## src/rtl/ctrl_pipeline.sv

```systemverilog
// Control-path pipeline for a 5-stage in-order core: carries decoded controls
// from ID through EX/MEM/WB and resolves load-use stalls, flushes and forwarding.
module ctrl_pipeline #(
  parameter int REG_ADDR_W = 5
) (
  input  logic                  clk,
  input  logic                  i_rst,
  input  logic                  i_valid,
  input  logic                  i_jump,
  input  logic                  i_branch,
  input  logic                  i_regDst,
  input  logic                  i_mem2Reg,
  input  logic                  i_regWrite,
  input  logic                  i_memRead,
  input  logic                  i_memWrite,
  input  logic                  i_immediate,
  input  logic [1:0]            i_aluSrc,
  input  logic [1:0]            i_aluOp,
  input  logic [REG_ADDR_W-1:0] i_rs,
  input  logic [REG_ADDR_W-1:0] i_rt,
  input  logic [REG_ADDR_W-1:0] i_rd,
  input  logic                  i_branch_taken,
  output logic                  o_stall,
  output logic                  o_flush,
  output logic                  o_ex_valid,
  output logic                  o_ex_branch,
  output logic                  o_ex_immediate,
  output logic [1:0]            o_ex_aluSrc,
  output logic [1:0]            o_ex_aluOp,
  output logic                  o_mem_memRead,
  output logic                  o_mem_memWrite,
  output logic                  o_wb_regWrite,
  output logic                  o_wb_mem2Reg,
  output logic [REG_ADDR_W-1:0] o_wb_dst,
  output logic [1:0]            o_fwd_a,
  output logic [1:0]            o_fwd_b
);

  typedef enum logic [1:0] {
    FWD_RF  = 2'b00,
    FWD_WB  = 2'b01,
    FWD_MEM = 2'b10
  } fwd_sel_t;

  typedef struct packed {
    logic                  valid;
    logic                  branch;
    logic                  immediate;
    logic [1:0]            alu_src;
    logic [1:0]            alu_op;
    logic                  mem_read;
    logic                  mem_write;
    logic                  reg_write;
    logic                  mem2reg;
    logic [REG_ADDR_W-1:0] dst;
  } stage_t;

  stage_t                id_ex_q, ex_mem_q, mem_wb_q;
  stage_t                id_ex_d;
  logic [REG_ADDR_W-1:0] id_ex_rs_q, id_ex_rt_q;
  logic [REG_ADDR_W-1:0] id_ex_rs_d, id_ex_rt_d;

  logic [REG_ADDR_W-1:0] sel_dst;
  logic                  branch_taken;
  logic                  rt_used;
  logic                  load_use;
  logic                  stall;
  logic                  jump_flush;
  fwd_sel_t              fwd_a, fwd_b;

  // Hazard detection against the instruction currently sitting in ID
  always_comb begin
    sel_dst      = i_regDst ? i_rd : i_rt;
    branch_taken = id_ex_q.valid & id_ex_q.branch & i_branch_taken;
    rt_used      = (i_aluSrc == 2'b00) | i_memWrite | i_branch;
    load_use     = i_valid & id_ex_q.valid & id_ex_q.mem_read
                 & (id_ex_q.dst != '0)
                 & ((id_ex_q.dst == i_rs) | ((id_ex_q.dst == i_rt) & rt_used));
    stall        = load_use & ~branch_taken;
    // A stalled jump stays in ID, so its fetch shadow is not killed yet
    jump_flush   = i_valid & i_jump & ~branch_taken & ~stall;
    o_stall      = stall & ~i_rst;
    o_flush      = (branch_taken | jump_flush) & ~i_rst;
  end

  always_comb begin
    id_ex_d    = '0;
    id_ex_rs_d = '0;
    id_ex_rt_d = '0;
    if (i_valid & ~branch_taken & ~stall) begin
      id_ex_d.valid     = 1'b1;
      id_ex_d.branch    = i_branch;
      id_ex_d.immediate = i_immediate;
      id_ex_d.alu_src   = i_aluSrc;
      id_ex_d.alu_op    = i_aluOp;
      id_ex_d.mem_read  = i_memRead & ~i_jump;
      id_ex_d.mem_write = i_memWrite & ~i_jump;
      id_ex_d.reg_write = i_regWrite & ~i_jump & (sel_dst != '0);
      id_ex_d.mem2reg   = i_mem2Reg;
      id_ex_d.dst       = sel_dst;
      id_ex_rs_d        = i_rs;
      id_ex_rt_d        = i_rt;
    end
  end

  always_ff @(posedge clk or posedge i_rst) begin
    if (i_rst) begin
      id_ex_q    <= '0;
      ex_mem_q   <= '0;
      mem_wb_q   <= '0;
      id_ex_rs_q <= '0;
      id_ex_rt_q <= '0;
    end else begin
      id_ex_q    <= id_ex_d;
      id_ex_rs_q <= id_ex_rs_d;
      id_ex_rt_q <= id_ex_rt_d;
      ex_mem_q   <= id_ex_q;
      mem_wb_q   <= ex_mem_q;
    end
  end

  // MEM has priority: it holds the younger, more recent producer
  always_comb begin
    fwd_a = FWD_RF;
    fwd_b = FWD_RF;
    if (ex_mem_q.valid & ex_mem_q.reg_write & (ex_mem_q.dst == id_ex_rs_q))
      fwd_a = FWD_MEM;
    else if (mem_wb_q.valid & mem_wb_q.reg_write & (mem_wb_q.dst == id_ex_rs_q))
      fwd_a = FWD_WB;
    if (ex_mem_q.valid & ex_mem_q.reg_write & (ex_mem_q.dst == id_ex_rt_q))
      fwd_b = FWD_MEM;
    else if (mem_wb_q.valid & mem_wb_q.reg_write & (mem_wb_q.dst == id_ex_rt_q))
      fwd_b = FWD_WB;
  end

  assign o_fwd_a        = fwd_a;
  assign o_fwd_b        = fwd_b;

  assign o_ex_valid     = id_ex_q.valid;
  assign o_ex_branch    = id_ex_q.branch;
  assign o_ex_immediate = id_ex_q.immediate;
  assign o_ex_aluSrc    = id_ex_q.alu_src;
  assign o_ex_aluOp     = id_ex_q.alu_op;
  assign o_mem_memRead  = ex_mem_q.mem_read;
  assign o_mem_memWrite = ex_mem_q.mem_write;
  assign o_wb_regWrite  = mem_wb_q.reg_write;
  assign o_wb_mem2Reg   = mem_wb_q.mem2reg;
  assign o_wb_dst       = mem_wb_q.dst;

endmodule

```

## config.mk

```make
export PLATFORM = sky130hd
export DESIGN_NAME = ctrl_pipeline
export DESIGN_NICKNAME = d
export VERILOG_FILES = /design/src/rtl/ctrl_pipeline.sv
export SDC_FILE = /design/constraint.sdc
export NUM_CORES = 1
export LEC_CHECK = 0
export CORE_MARGIN = 2
export CORE_UTILIZATION = 55
export CTS_CLUSTER_SIZE = 8
export DETAILED_ROUTE_END_ITERATION = 10
export DONT_BUFFER_PORTS = 1
export GPL_TIMING_DRIVEN = 0
export HOLD_SLACK_MARGIN = 0.12
export PLACE_DENSITY = 0.73
export RECOVER_POWER = 100
export SLEW_MARGIN = 5
export SYNTH_ARGS = -nofsm -noshare
export SYNTH_HDL_FRONTEND = slang
export SYNTH_SLANG_ARGS = --single-unit
```

## constraint.sdc

```tcl
create_clock -name clk -period 2 [get_ports clk]
set_input_delay 0.4 -clock clk [delete_from_list [all_inputs] [get_ports clk]]
set_output_delay 0.4 -clock clk [all_outputs]
set_load 0.03 [all_outputs]
```

==> results_dict.tcl <==
set metrics [dict create \
    status "finished with violations" \
    failed_checks "negative setup slack" \
    die_area_um2 3940 \
    ys_ff_latch 44 \
    synth.area.top_cells "dfrtp_1, xnor2_1, and3_1, buf_4, mux2_2" \
    sequentialPowerShare 0.536 \
    synthXorXnorAreaFrac 0.138 \
    fin_worst_skew_ns 0.00621 \
    rsz0062_at_grt "yes" \
    max_freq_mhz 429 \
    drv_slew 0 \
    power.density_nw_per_um2 863 \
    relSlewSlack 0.407 \
    hold_viol 0 \
    grt_pass1_wl_um 5550 \
    ys_types 26 \
    placementRows 21 \
    synth_area_per_cell_um2 12.6 \
    swShare 0.236 \
    finalNetCount 195 \
    layout_common_cells "dfrtp_1, xnor2_1, and3_1" \
    cts.sinks 44 \
    numCtsBuffers 5 \
    clk_path_buf_depth 2 \
    fin_crit_sh 1.17 \
    switching_power_uw 438 \
    num_antenna_cells 0 \
    r2r_setup_slack_ns 0.06 \
    dieHeight_um 62.8 \
    critPathLaunchType "flop" \
    syn_nets 182 \
    finalSetupViolCount 4 \
    grt_antenna_before_repair 0 \
    ff_latch_area_um2 1100 \
    p_int_uw 1420 \
    synth_simple_gate_area_frac 0.166 \
    clock_latency_ns 0.35 \
    holdWs_ns 0.0805 \
    synth_adder_area_share 0 \
    grt_pass1_vias 1156 \
    utilization 0.646 \
    gp_congestion 0.816 \
    crit_fanout 3 \
    tightestPinTransition_ns 0.888 \
    dp_slack_ns -0.229 \
    die_width_um 62.8 \
    ir_worst_vdd_v 0.000666 \
    portBuffers 0 \
    cts_root_buffer "clkbuf_4" \
    routedWlPerCell_um 16.0 \
    power.total_uw 1860 \
    ctsHtreeMaxLevel 2 \
    synth-main-ff-cell "dfrtp_1" \
    cts_tree "yes" \
    vias_per_cell 5.23 \
    clockPowerShare 0.348 \
    hp-class "input port to async pin" \
    io_pins 53 \
    syn_inst 151 \
    post-dp-hpwl_um 2430 \
    ys_seq_area_frac 0.579 \
    worstPathRequired_ns 1.60 \
    period_minus_slack_ns 2.33 \
    start_util 0.570 \
    vias 1098 \
    final_common_cell "dfrtp_1" \
    grt_max_degree 46 \
    core_area_um2 3340 \
    maxCapViolations 0 \
    leakage_uw 0.000961 \
    yosysTopAreaCell "dfrtp_1" \
    area_growth_pct 13.4 \
    grt_use_total 0.182 \
    route.detailed.drc 0 \
    synth_top_family_by_area "simple AND/OR/NAND/NOR gates" \
    yosysWarningCount 0 \
    first_pass_iters 4 \
    setup_ws_ns -0.331 \
    synth_area_um2 1900 \
    fill_cells 271 \
    routed_wl_um 3360 \
    synth_compound_area_frac 0.0283 \
    clk_pin_slew_worst_paths_ns 0.12 \
    ant_nets 0 \
    dr.first_iter.drc_count 14 \
    async_flop_share 1.00 \
    pwr-share-comb 0.116 \
    synthMuxAreaShare 0.0296 \
    path_class "flop to primary output" \
    grt_overflow_total 0 \
    drive_gt1_frac 0.250 \
    synth_top_area_frac 0.579 \
    cp-end-kind "primary output" \
    synth_edf_count 0 \
    multi_input_area_um2 767 \
    cp.arrival_ns 1.93 \
]
==> per-stage QoR <==
step                setup TNS [ns]  std cells  instance area, um2
CTS                         -0.853        209                2180
global route                 -1.32        210                2160
finish                      -0.739        210                2160
detailed placement          -0.442        197                1990
global placement            -0.418        197                1990
floorplan                  -0.0666        151                1930
==> layer usage <==
layer | global-route usage | wire length, um | up-vias
met5 | 0 | 0 | -
met4 | 0.0500 | 30 | 0
met3 | 0.0667 | 228 | 2
met2 | 0.293 | 1670 | 36
met1 | 0.235 | 1430 | 525
li1 | - | - | 535
==> registers in the layout, indices dropped and copies added (netlist names) <==
name	cells
o_ex_immediate	1
o_ex_aluSrc	2
mem_wb_q	1
id_ex_rt_q	5
o_ex_aluOp	2
ex_mem_q	8
id_ex_rs_q	5
o_wb_regWrite	1
o_ex_branch	1
id_ex_q	9
o_ex_valid	1
o_mem_memWrite	1
o_mem_memRead	1
o_wb_dst	5
o_wb_mem2Reg	1
==> synth_stat cells (3+ instances only) <==
cell / count
xnor2_1: 26
nor4_1: 3
nand4_1: 5
and3_2: 5
mux2_2: 5
clkbuf_1: 3
and2_1: 3
nand2_1: 5
dfrtp_1: 44
and3_1: 18
xor2_1: 4
buf_4: 9
==> kinds of logic after synthesis <==
logic type                count (synthesis)
and+or+nand+nor                          50
DFF                                      44
xor gates and xnor gates                 30
buffers and inverters                    17
AOI/OAI and AO/OA                         5
muxes                                     5
==> cell type report <==
type | instances | area share
Clock buffer | 5 | 0.0174
Multi-Input combinational cell | 90 | 0.356
Buffer | 14 | 0.0313
Clock inverter | 2 | 0.0279
Timing Repair Buffer | 7 | 0.0232
Sequential cell | 44 | 0.512
Inverter | 2 | 0.00522
Tap cell | 46 | 0.0267
==> power by group through the flow <==
stage	logic (uW)	clock network [uW]	registers (uW)
final	216	646	997
after global routing	237	694	1000
after CTS	226	655	998
after detailed placement	204	0	1020
after global placement	200	0	1010
after floorplan	181	0	1010
==> critical path, cell delays in order (launching register included) <==
cell and delay, ns:
dfrtp_2 0.45, or4_4 0.53, o2111ai_4 0.22, buf_6 0.14
and3_4 0.24
==> final timing paths <==
check / startpoint / to / cells past startpoint
setup / recovery: id_ex_q[1] / o_flush / 4
hold / removal: i_rst / o_ex_branch / 1
setup reg to reg: id_ex_q[1] / id_ex_rt_q[0] / 9
hold reg to reg: ex_mem_q[5] / o_wb_mem2Reg / 0
max in group asynchronous: i_rst / id_ex_q[1] / 1
min in group clk: i_aluSrc[1] / o_ex_aluSrc[1] / 1
==> what timing repair did <==
action	4_1_cts	5_1_grt
endpoints found under the setup margin	6	5
hold endpoints to repair	44	0
buffers inserted	6	1
gates resized for setup	10	2
pin swaps	7	7
Note: power is estimated with default switching activity, not from simulation.
